[src/rtl/conv_stream_writer_if.sv]
// Bus bundle for conv_stream_writer: layer config/status, input stream (S_*)
// and output burst stream (M_*). Optional macro: OUT_CHECKSUM_EN adds Checksum.
interface conv_stream_writer_if #(
  parameter int unsigned DATA_WIDTH      = 64,
  parameter int unsigned WIDTH_BEAT_NUM  = 20,
  parameter int unsigned WIDTH_BURST_LEN = 8
);
  logic                       Start;
  logic [WIDTH_BEAT_NUM-1:0]  Beat_Num_REG;
  logic [WIDTH_BURST_LEN-1:0] Burst_Len_REG;

  logic [DATA_WIDTH-1:0]      S_Data;
  logic                       S_Valid;
  logic                       S_Ready;
  logic                       S_Last;

  logic [DATA_WIDTH-1:0]      M_Data;
  logic                       M_Valid;
  logic                       M_Ready;
  logic                       M_Last;

  logic                       Write_Complete;
  logic                       Last_Error;
`ifdef OUT_CHECKSUM_EN
  logic [DATA_WIDTH-1:0]      Checksum;
`endif

  // Writer side of the bundle
  modport slave (
    input  Start, Beat_Num_REG, Burst_Len_REG,
    input  S_Data, S_Valid, S_Last, M_Ready,
    output S_Ready, M_Data, M_Valid, M_Last,
    output Write_Complete, Last_Error
`ifdef OUT_CHECKSUM_EN
    , output Checksum
`endif
  );

  // Environment side (compute path + DMA)
  modport master (
    output Start, Beat_Num_REG, Burst_Len_REG,
    output S_Data, S_Valid, S_Last, M_Ready,
    input  S_Ready, M_Data, M_Valid, M_Last,
    input  Write_Complete, Last_Error
`ifdef OUT_CHECKSUM_EN
    , input Checksum
`endif
  );
endinterface

[src/rtl/conv_stream_writer.sv]
// Repacks the compute-path output stream into fixed-length write bursts via an
// internal FWFT FIFO, checks S_Last placement and flags layer completion.
// Optional macro: OUT_CHECKSUM_EN adds an XOR checksum of all sent beats.
module conv_stream_writer #(
  parameter int unsigned DATA_WIDTH      = 64,
  parameter int unsigned FIFO_DEPTH      = 16,
  parameter int unsigned WIDTH_BEAT_NUM  = 20,
  parameter int unsigned WIDTH_BURST_LEN = 8
) (
  input logic                clk,
  input logic                rst,
  conv_stream_writer_if.slave bus
);
  localparam int unsigned PTR_W = $clog2(FIFO_DEPTH);
  localparam int unsigned CNT_W = PTR_W + 1;
  localparam logic [CNT_W-1:0] FULL_CNT = CNT_W'(FIFO_DEPTH);

  typedef enum logic [1:0] {
    ST_IDLE,
    ST_RUN,
    ST_DRAIN,
    ST_DONE
  } state_e;

  state_e                     state_q, state_d;
  logic [WIDTH_BEAT_NUM-1:0]  bn_q, bn_d;
  logic [WIDTH_BURST_LEN-1:0] bl_q, bl_d;
  logic [WIDTH_BEAT_NUM-1:0]  in_cnt_q, in_cnt_d;
  logic [WIDTH_BEAT_NUM-1:0]  out_cnt_q, out_cnt_d;
  logic [WIDTH_BURST_LEN-1:0] burst_cnt_q, burst_cnt_d;
  logic [CNT_W-1:0]           count_q, count_d;
  logic [PTR_W-1:0]           wr_ptr_q, wr_ptr_d;
  logic [PTR_W-1:0]           rd_ptr_q, rd_ptr_d;
  logic                       s_ready_q, s_ready_d;
  logic                       m_valid_q, m_valid_d;
  logic                       m_last_q, m_last_d;
  logic                       wc_q, wc_d;
  logic                       err_q, err_d;
  logic [DATA_WIDTH-1:0]      mem_q [FIFO_DEPTH];
  logic                       push, pop;
`ifdef OUT_CHECKSUM_EN
  logic [DATA_WIDTH-1:0]      csum_q, csum_d;
`endif

  // Handshakes; ready/valid are registered so neither side sees a comb path
  assign push = s_ready_q & bus.S_Valid;
  assign pop  = m_valid_q & bus.M_Ready;

  // Next-state, counters, FIFO bookkeeping and registered output values
  always_comb begin
    state_d     = state_q;
    bn_d        = bn_q;
    bl_d        = bl_q;
    in_cnt_d    = in_cnt_q;
    out_cnt_d   = out_cnt_q;
    burst_cnt_d = burst_cnt_q;
    count_d     = count_q;
    wr_ptr_d    = wr_ptr_q;
    rd_ptr_d    = rd_ptr_q;
    err_d       = err_q;
`ifdef OUT_CHECKSUM_EN
    csum_d      = csum_q;
`endif

    if (push) begin
      wr_ptr_d = wr_ptr_q + PTR_W'(1);
    end

    if (pop) begin
      rd_ptr_d  = rd_ptr_q + PTR_W'(1);
      out_cnt_d = out_cnt_q + WIDTH_BEAT_NUM'(1);
      // burst wraps after every M_Last beat, including a short final burst
      if (m_last_q) begin
        burst_cnt_d = '0;
      end else begin
        burst_cnt_d = burst_cnt_q + WIDTH_BURST_LEN'(1);
      end
`ifdef OUT_CHECKSUM_EN
      csum_d = csum_q ^ bus.M_Data;
`endif
    end

    unique case ({push, pop})
      2'b10:   count_d = count_q + CNT_W'(1);
      2'b01:   count_d = count_q - CNT_W'(1);
      default: count_d = count_q;
    endcase

    unique case (state_q)
      ST_IDLE: begin
        if (bus.Start) begin
          bn_d        = bus.Beat_Num_REG;
          bl_d        = bus.Burst_Len_REG;
          in_cnt_d    = '0;
          out_cnt_d   = '0;
          burst_cnt_d = '0;
          err_d       = 1'b0;
`ifdef OUT_CHECKSUM_EN
          csum_d      = '0;
`endif
          state_d     = ST_RUN;
        end
      end
      ST_RUN: begin
        if (push) begin
          in_cnt_d = in_cnt_q + WIDTH_BEAT_NUM'(1);
          // S_Last must appear exactly on the final beat of the layer
          if (bus.S_Last != (in_cnt_q == bn_q - WIDTH_BEAT_NUM'(1))) begin
            err_d = 1'b1;
          end
          if (in_cnt_d == bn_q) begin
            state_d = ST_DRAIN;
          end
        end
      end
      ST_DRAIN: begin
        if (pop && (out_cnt_q == bn_q - WIDTH_BEAT_NUM'(1))) begin
          state_d = ST_DONE;
        end
      end
      ST_DONE: begin
        state_d = ST_IDLE;
      end
      default: begin
        state_d = ST_IDLE;
      end
    endcase

    s_ready_d = (state_d == ST_RUN) && (count_d != FULL_CNT);
    m_valid_d = (count_d != '0);
    m_last_d  = m_valid_d &&
                ((burst_cnt_d == bl_d - WIDTH_BURST_LEN'(1)) ||
                 (out_cnt_d == bn_d - WIDTH_BEAT_NUM'(1)));
    wc_d      = (state_d == ST_DONE);
  end

  // Control and status registers
  always_ff @(posedge clk or negedge rst) begin
    if (!rst) begin
      state_q     <= ST_IDLE;
      bn_q        <= '0;
      bl_q        <= '0;
      in_cnt_q    <= '0;
      out_cnt_q   <= '0;
      burst_cnt_q <= '0;
      count_q     <= '0;
      wr_ptr_q    <= '0;
      rd_ptr_q    <= '0;
      s_ready_q   <= 1'b0;
      m_valid_q   <= 1'b0;
      m_last_q    <= 1'b0;
      wc_q        <= 1'b0;
      err_q       <= 1'b0;
    end else begin
      state_q     <= state_d;
      bn_q        <= bn_d;
      bl_q        <= bl_d;
      in_cnt_q    <= in_cnt_d;
      out_cnt_q   <= out_cnt_d;
      burst_cnt_q <= burst_cnt_d;
      count_q     <= count_d;
      wr_ptr_q    <= wr_ptr_d;
      rd_ptr_q    <= rd_ptr_d;
      s_ready_q   <= s_ready_d;
      m_valid_q   <= m_valid_d;
      m_last_q    <= m_last_d;
      wc_q        <= wc_d;
      err_q       <= err_d;
    end
  end

  // FIFO storage; head entry drives M_Data directly (first-word-fall-through)
  always_ff @(posedge clk or negedge rst) begin
    if (!rst) begin
      for (int i = 0; i < int'(FIFO_DEPTH); i++) begin
        mem_q[i] <= '0;
      end
    end else if (push) begin
      mem_q[wr_ptr_q] <= bus.S_Data;
    end
  end

`ifdef OUT_CHECKSUM_EN
  // Running XOR of every beat accepted downstream since Start
  always_ff @(posedge clk or negedge rst) begin
    if (!rst) begin
      csum_q <= '0;
    end else begin
      csum_q <= csum_d;
    end
  end

  assign bus.Checksum = csum_q;
`endif

  assign bus.S_Ready        = s_ready_q;
  assign bus.M_Valid        = m_valid_q;
  assign bus.M_Data         = mem_q[rd_ptr_q];
  assign bus.M_Last         = m_last_q;
  assign bus.Write_Complete = wc_q;
  assign bus.Last_Error     = err_q;
endmodule

[src/flat_wrapper.sv]
// flat-port wrapper written by rule: the top's interface ports become plain ports
module conv_stream_writer_flat 
#(
  parameter int unsigned DATA_WIDTH      = 64,
  parameter int unsigned FIFO_DEPTH      = 16,
  parameter int unsigned WIDTH_BEAT_NUM  = 20,
  parameter int unsigned WIDTH_BURST_LEN = 8
)
  (clk, rst, bus_Start, bus_Beat_Num_REG, bus_Burst_Len_REG, bus_S_Data, bus_S_Valid, bus_S_Last, bus_M_Ready, bus_S_Ready, bus_M_Data, bus_M_Valid, bus_M_Last, bus_Write_Complete, bus_Last_Error);
  conv_stream_writer_if #(.DATA_WIDTH(DATA_WIDTH), .WIDTH_BEAT_NUM(WIDTH_BEAT_NUM), .WIDTH_BURST_LEN(WIDTH_BURST_LEN)) bus_i ();
  input logic clk;
  input logic rst;
  input wire logic [$bits(bus_i.Start)-1:0] bus_Start;
  input wire logic [$bits(bus_i.Beat_Num_REG)-1:0] bus_Beat_Num_REG;
  input wire logic [$bits(bus_i.Burst_Len_REG)-1:0] bus_Burst_Len_REG;
  input wire logic [$bits(bus_i.S_Data)-1:0] bus_S_Data;
  input wire logic [$bits(bus_i.S_Valid)-1:0] bus_S_Valid;
  input wire logic [$bits(bus_i.S_Last)-1:0] bus_S_Last;
  input wire logic [$bits(bus_i.M_Ready)-1:0] bus_M_Ready;
  output wire logic [$bits(bus_i.S_Ready)-1:0] bus_S_Ready;
  output wire logic [$bits(bus_i.M_Data)-1:0] bus_M_Data;
  output wire logic [$bits(bus_i.M_Valid)-1:0] bus_M_Valid;
  output wire logic [$bits(bus_i.M_Last)-1:0] bus_M_Last;
  output wire logic [$bits(bus_i.Write_Complete)-1:0] bus_Write_Complete;
  output wire logic [$bits(bus_i.Last_Error)-1:0] bus_Last_Error;
  assign bus_i.Start = bus_Start;
  assign bus_i.Beat_Num_REG = bus_Beat_Num_REG;
  assign bus_i.Burst_Len_REG = bus_Burst_Len_REG;
  assign bus_i.S_Data = bus_S_Data;
  assign bus_i.S_Valid = bus_S_Valid;
  assign bus_i.S_Last = bus_S_Last;
  assign bus_i.M_Ready = bus_M_Ready;
  assign bus_S_Ready = bus_i.S_Ready;
  assign bus_M_Data = bus_i.M_Data;
  assign bus_M_Valid = bus_i.M_Valid;
  assign bus_M_Last = bus_i.M_Last;
  assign bus_Write_Complete = bus_i.Write_Complete;
  assign bus_Last_Error = bus_i.Last_Error;
  conv_stream_writer #(.DATA_WIDTH(DATA_WIDTH), .FIFO_DEPTH(FIFO_DEPTH), .WIDTH_BEAT_NUM(WIDTH_BEAT_NUM), .WIDTH_BURST_LEN(WIDTH_BURST_LEN)) u_core (.clk(clk), .rst(rst), .bus(bus_i));
endmodule
[config.mk]
export PLATFORM = sky130hd
export DESIGN_NAME = conv_stream_writer_flat
export DESIGN_NICKNAME = d
export VERILOG_FILES = /design/src/rtl/conv_stream_writer_if.sv /design/src/rtl/conv_stream_writer.sv /design/src/flat_wrapper.sv
export SDC_FILE = /design/constraint.sdc
export NUM_CORES = 2
export LEC_CHECK = 0
export ABC_AREA = 0
export CAP_MARGIN = 25
export CORE_MARGIN = 10
export CORE_UTILIZATION = 45
export DETAILED_ROUTE_END_ITERATION = 8
export PLACE_DENSITY = 0.63
export SYNTH_ARGS = -nofsm -noshare
export SYNTH_HDL_FRONTEND = slang
export SYNTH_SLANG_ARGS = --single-unit
[constraint.sdc]
create_clock -name clk -period 12.1 [get_ports clk]
set_input_delay 1.21 -clock clk [delete_from_list [all_inputs] [get_ports clk]]
set_output_delay 1.21 -clock clk [all_outputs]
set_load 0.05 [all_outputs]
== Yosys cells after proc, flatten, opt, wreduce, memory -nomap -nowiden ==
Cells that the tools add are included.
W data, S select, Z words.

* Register bits: 1120
* Input bits: 98
* Memories: 0
* Bits in writable memories: 0
* Latch bits: 0
* Output and inout bits: 69
* ROM bits: 0

* Bitwise logic cells: 4
* Equal/unequal tests: 17
* Divide/modulo/power cells: 0
* Reductions and logical operators: 10
* Order comparisons: 3
* $add $sub $neg: 10
* $mul: 0
* Shifts and indexed selects: 0
* Muxes and demuxes: 30

{| class="wikitable"
|+ Operators with widths
! kind !! count
|-
| $bwmux W1024 || 1
|-
| $bmux W64 S4 || 1
|-
| $demux W64 S4 || 1
|-
| $mux W64 || 3
|-
| $mux W20 || 7
|-
| $eq A20 B20 Y1 || 4
|-
| $mux W8 || 6
|-
| $add A20 B1 Y20 const B || 2
|-
| $pmux W20 S2 || 1
|-
| $sub A20 B1 Y20 const B || 2
|-
| $ge A5 B5 Y1 const B || 2
|-
| $not A4 Y5 || 2
|-
| $pmux W5 S2 || 1
|-
| $add A4 B1 Y4 const B || 2
|-
| $add A8 B1 Y8 const B || 1
|-
| $eq A2 B2 Y1 const B || 4
|-
| $eq A8 B8 Y1 || 1
|-
| $mux W2 || 4
|-
| $pmux W2 S4 || 1
|-
| $sub A8 B1 Y8 const B || 1
|-
| $eq A2 B1 Y1 const B || 3
|-
| $add A5 B1 Y5 const B || 1
|-
| $lt A5 B1 Y1 const B || 1
|-
| $ne A5 B5 Y1 const B || 1
|-
| other kinds (14) || 21
|}

== Longest topological paths before layout ==
* Word-level depth: 8
* Depth in mapped cells: 16
* Gate-level depth less buffers: 13

== Worst setup path before layout ==
OpenSTA, ideal clock, no wires.

* Kind: in2reg
* Start point: input bus_Start
* End point: register u_core.m_last_q, in the netlist u_core.bus.M_Last
* Path slack: 7.247 ns
* Stages: 15
* Buffers on the path: 5
* Arrival time: 4.743 ns
* Data required time: 11.990 ns
* Cells stage by stage: nor3b_1 buf_2 clkbuf_1 buf_2 buf_2 nor2_1 a21oi_1 ha_1 clkbuf_1 nand4_1 and2_1 a211oi_1 nor4bb_1 o31ai_1 o41ai_1

* Cells in the longest elaborated chain, start to end: 6
* Elaborated cells on any way between the ends: 14
* Those cells by class: 2 x add/sub; 2 x eq/ne; 8 x mux; 2 x reduce/logical

{| class="wikitable"
|+ RTL lines
! what !! RTL line !! RTL
|-
| from (decl) || flat_wrapper.sv:13 || <nowiki>input wire logic [$bits(bus_i.Start)-1:0] bus_Start;</nowiki>
|-
| $mux W20 / $mux W8 (equally long branches) || conv_stream_writer.sv:91 || <nowiki>if (bus.Start) begin</nowiki>
|-
| $mux W20 / $mux W8 (equally long branches) || conv_stream_writer.sv:89 || <nowiki>unique case (state_q)</nowiki>
|-
| $sub A20 B1 Y20 / $sub A8 B1 Y8 (equally long branches) || conv_stream_writer.sv:133, conv_stream_writer.sv:132 ||
|-
| $eq A20 B20 Y1 / $eq A8 B8 Y1 (equally long branches) || conv_stream_writer.sv:133, conv_stream_writer.sv:132 ||
|-
| $logic_or A1 B1 Y1 (*) || conv_stream_writer.sv:132 || <nowiki>((burst_cnt_d == bl_d - WIDTH_BURST_LEN'(1)) ||</nowiki>
|-
| $logic_and A1 B1 Y1 (*) || conv_stream_writer.sv:131 || <nowiki>m_last_d = m_valid_d &&</nowiki>
|-
| named net u_core.m_last_d || conv_stream_writer.sv:36 || <nowiki>logic m_last_q, m_last_d;</nowiki>
|-
| to (signal assigned) || conv_stream_writer.sv:166 || <nowiki>m_last_q <= m_last_d;</nowiki>
|-
| to (decl) || conv_stream_writer.sv:36 ||
|}

The timed path passes the listed nets; every way through them passes the cells marked *.
A chain may end at the register's enable or synchronous reset.

== Final worst setup path ==
* Start point: register u_core.rd_ptr_q[1]
* End point: output bus_M_Data[44]

* Cells in the longest elaborated chain, start to end: 4

{| class="wikitable"
|+ RTL lines
! what !! RTL line !! RTL
|-
| from (decl) || conv_stream_writer.sv:33 || <nowiki>logic [PTR_W-1:0] rd_ptr_q, rd_ptr_d;</nowiki>
|-
| from (signal assigned) || conv_stream_writer.sv:163 || <nowiki>rd_ptr_q <= rd_ptr_d;</nowiki>
|-
| $not A4 Y5 (implied by the code) || conv_stream_writer.sv:198 || <nowiki>assign bus.M_Data = mem_q[rd_ptr_q];</nowiki>
|-
| $bmux W64 S4 || conv_stream_writer.sv:198 ||
|-
| $mux W64 (implied by the code) (2 in series) || conv_stream_writer.sv:198 ||
|-
| to (decl) || flat_wrapper.sv:21 || <nowiki>output wire logic [$bits(bus_i.M_Data)-1:0] bus_M_Data;</nowiki>
|}

No other way between the ends. The select of a mux whose other input is x is not followed.

==> run metrics <==
Seq/Total Area, Yosys 0.533; r2r endpoint u_core.bus.M_Last; Port Buffers 166; Overall Power 17900 µW; CTS tree yes; status finished, final reports clean; Synth area leader dfrtp_1; chip width 362 µm; largest family of logic cells by synthesized area multiplexers; top cell type's share of synthesized area 0.533; worst-case clock buffer depth 3; vias post-DR 30200; Slew Limit Headroom 0.223; first-pass GRT wire length 203 mm; vias in the first global route 31800; count leader, synth dfrtp_1; placed instance count 4929; multi-input logic area 23400 µm²; fill cell count 9641; Cell variety after synth 70; Cell Rows 125; period utilisation layout 0.533; Setup Crit Path Kind reg -> out; Peak VDD IR 246 µV; antenna viol nets, final 0; Post-Syn Instances 3480; post-layout min period 6.45 ns; Setup crit start kind flip-flop; postcts setup bufs 0; register area 28000 µm²; arrival time worst endpoint 5.24 ns; Synthesized Nets 3594; Yosys reg bits 1120; initial antenna violation count 10; post-CTS resize count 0; Fmax 0.155 GHz; Simple-Gate Fraction of Synth Area 0.0370; clk_skew 0.0415 ns; GRT met3 Usage 0.0331; Top FF cell, synth dfrtp_1; Congestion Overflow GR 0; Max-Cap Viols 0; DPL Wire Length 75.4 mm; GPL Wtd Cong 0.848; pin count of the biggest net entering global routing 158; pwr dens 298 nW/µm²; Compound-Gate Fraction of Synth Area 0.0166; Placeable Area 116000 µm²; Place WS 6.39 ns; CTS root buf clkbuf_16; layout net count 3641; GRT Total Usage 0.201; Adder-Cell Fraction of Synth Area 0.00395; mapped cell area 52600 µm²; met2 Use GR 0.316; Area contributors post-synth dfrtp_1, mux2_2, mux4_2; critical path fanouts, max 157; total die area 131000 µm²; 1st-pass router iterations 5; grt peak-use layer met2; setup_tns 0 ns; I/O pin total 167; GR met1 Demand/Resource 0.286; clock slew at reported path FFs 0.06 ns; YS warnings 0; Vert. Die Dim 362 µm; setup slack, reg-to-reg 8.01 ns; worst-skew pair later-pin latency 0.71 ns; final setup vio count 0; EDFF count, synth 0; critical path required time 10.89 ns; RSZ-0062 raised after global routing false; path type of the worst min-delay path in -> async; Syn Area/Cell 15.1 µm²; Avg WL per Cell 25.5 µm; Final Non-Filler Cells 5155; post-synthesis xor/xnor area fraction 0.0258; worst setup margin 5.65 ns; DRC errors left 0; worst r2r path cells 10; top cells by count, synth dfrtp_1, mux2_2, mux4_2; Hold-fix buffers, CTS 0; clock sink total 1120; Critical Path Sink Type primary output; Final Hold Fails 0; worst-margin pin slew 1.17 ns; Pleak 0.0259 µW; multiplexer share of the synthesized area 0.359; Synth-to-Final Area Change 13.9%; initial core utilization 0.453; DRT Wirelength 132 mm; Worst R2R Start u_core.state_q[0]; FFs w/ async S/R, synth 1.00; CTS buffer count 119; share of cells above drive strength 1 0.449; htree depth 3; Iter 0 DRT Violations 2280; routed vias/inst 5.85; max-slew violations 0
[through the flow]
step	utilization	area (µm²)	hold slack [ns]
after floorplan	-	52600	0.461
final	0.516	59900	0.478
after detailed placement	0.479	55600	0.483
after global routing	0.516	59900	0.504
after CTS	0.516	59900	0.492
after global placement	0.478	55500	0.482
[power by group]
group	internal [µW]	leakage, µW	switching [µW]
clock network	2430	0.00213	1540
logic	3900	0.00975	3530
registers	5450	0.0140	1010
[logic make-up after synthesis]
| family | after synthesis |
|---|---|
| AO/OA/AOI/OAI | 138 |
| XOR/XNOR | 150 |
| adder cells (fa/ha/maj) | 16 |
| buffers and inverters | 316 |
| flip-flops | 1120 |
| multiplexers | 1359 |
| AND/OR/NAND/NOR | 381 |
[worst max-delay path, cell delays in order (launching register included)]
cell and delay [ns]:
dfrtp_4 0.81, buf_12 0.71, buf_4 0.93, mux4_2 0.42, mux4_2 0.58, clkdlybuf4s50_1 0.75
[sequential cells by signal, summed over array words and instances, names as in the netlist]
signal                     cells
u_core.bus.Last_Error          1
u_core.wr_ptr_q                4
u_core.rd_ptr_q                4
u_core.bl_q                    8
u_core.count_q                 5
u_core.mem_q                1024
u_core.bus.M_Valid             1
u_core.burst_cnt_q             8
u_core.in_cnt_q               20
u_core.out_cnt_q              20
u_core.bus.S_Ready             1
u_core.bus.Write_Complete      1
u_core.bn_q                   20
u_core.state_q                 2
u_core.bus.M_Last              1
[cells in the final DEF (no fill, tap or decap), drive strengths merged, types with 5 or more instances in the layout]
master         Yosys  routed
dfrtp           1120    1120
mux2            1025    1025
mux4             320     320
clkbuf           248     169
clkdlybuf4s50      0     165
nand2            126     126
xnor2             86      86
nor2              63      63
xor2              61      61
o21ai             53      53
buf               38      47
nand3             37      37
inv               30      33
a21oi             28      28
nor3              26      26
clkinv             0      25
nor4              23      23
nand4             23      23
bufinv             0      20
ha                15      15
mux2i             14      14
or3               12      12
and3              11      11
and2              10      10
or4               10      10
o31ai              8       8
and4               7       7
a211oi             7       7
a31oi              6       6
nor4b              6       6
nand2b             5       5
o41ai              5       5
nor3b              5       5
[cell type report]
type | count | area share
multi-input cells | 2044 | 0.391
repair buffers | 212 | 0.0352
clock buffers | 169 | 0.0584
inverters | 30 | 0.00188
well taps | 1524 | 0.0318
clock inverters | 52 | 0.0137
flip-flops and latches | 1120 | 0.468
diodes | 4 | 0.000167
[layer usage]
layer	up-vias	share of wire
li1	13000	-
met1	16300	0.46
met2	642	0.47
met3	192	0.047
met4	6	0.022
met5	-	0.00027
[how the worst max path moves through the flow]
stage                                  start                 to  depth (start not counted)
final                     u_core.rd_ptr_q[1]     bus_M_Data[44]                          5
after global routing      u_core.rd_ptr_q[1]     bus_M_Data[44]                          5
after CTS                 u_core.rd_ptr_q[1]     bus_M_Data[44]                          5
after detailed placement  u_core.rd_ptr_q[1]     bus_M_Data[44]                          5
after global placement    u_core.rd_ptr_q[1]     bus_M_Data[44]                          5
after floorplan                    bus_Start  u_core.bus.M_Last                         15
Note: power is estimated with default switching activity, not from simulation.
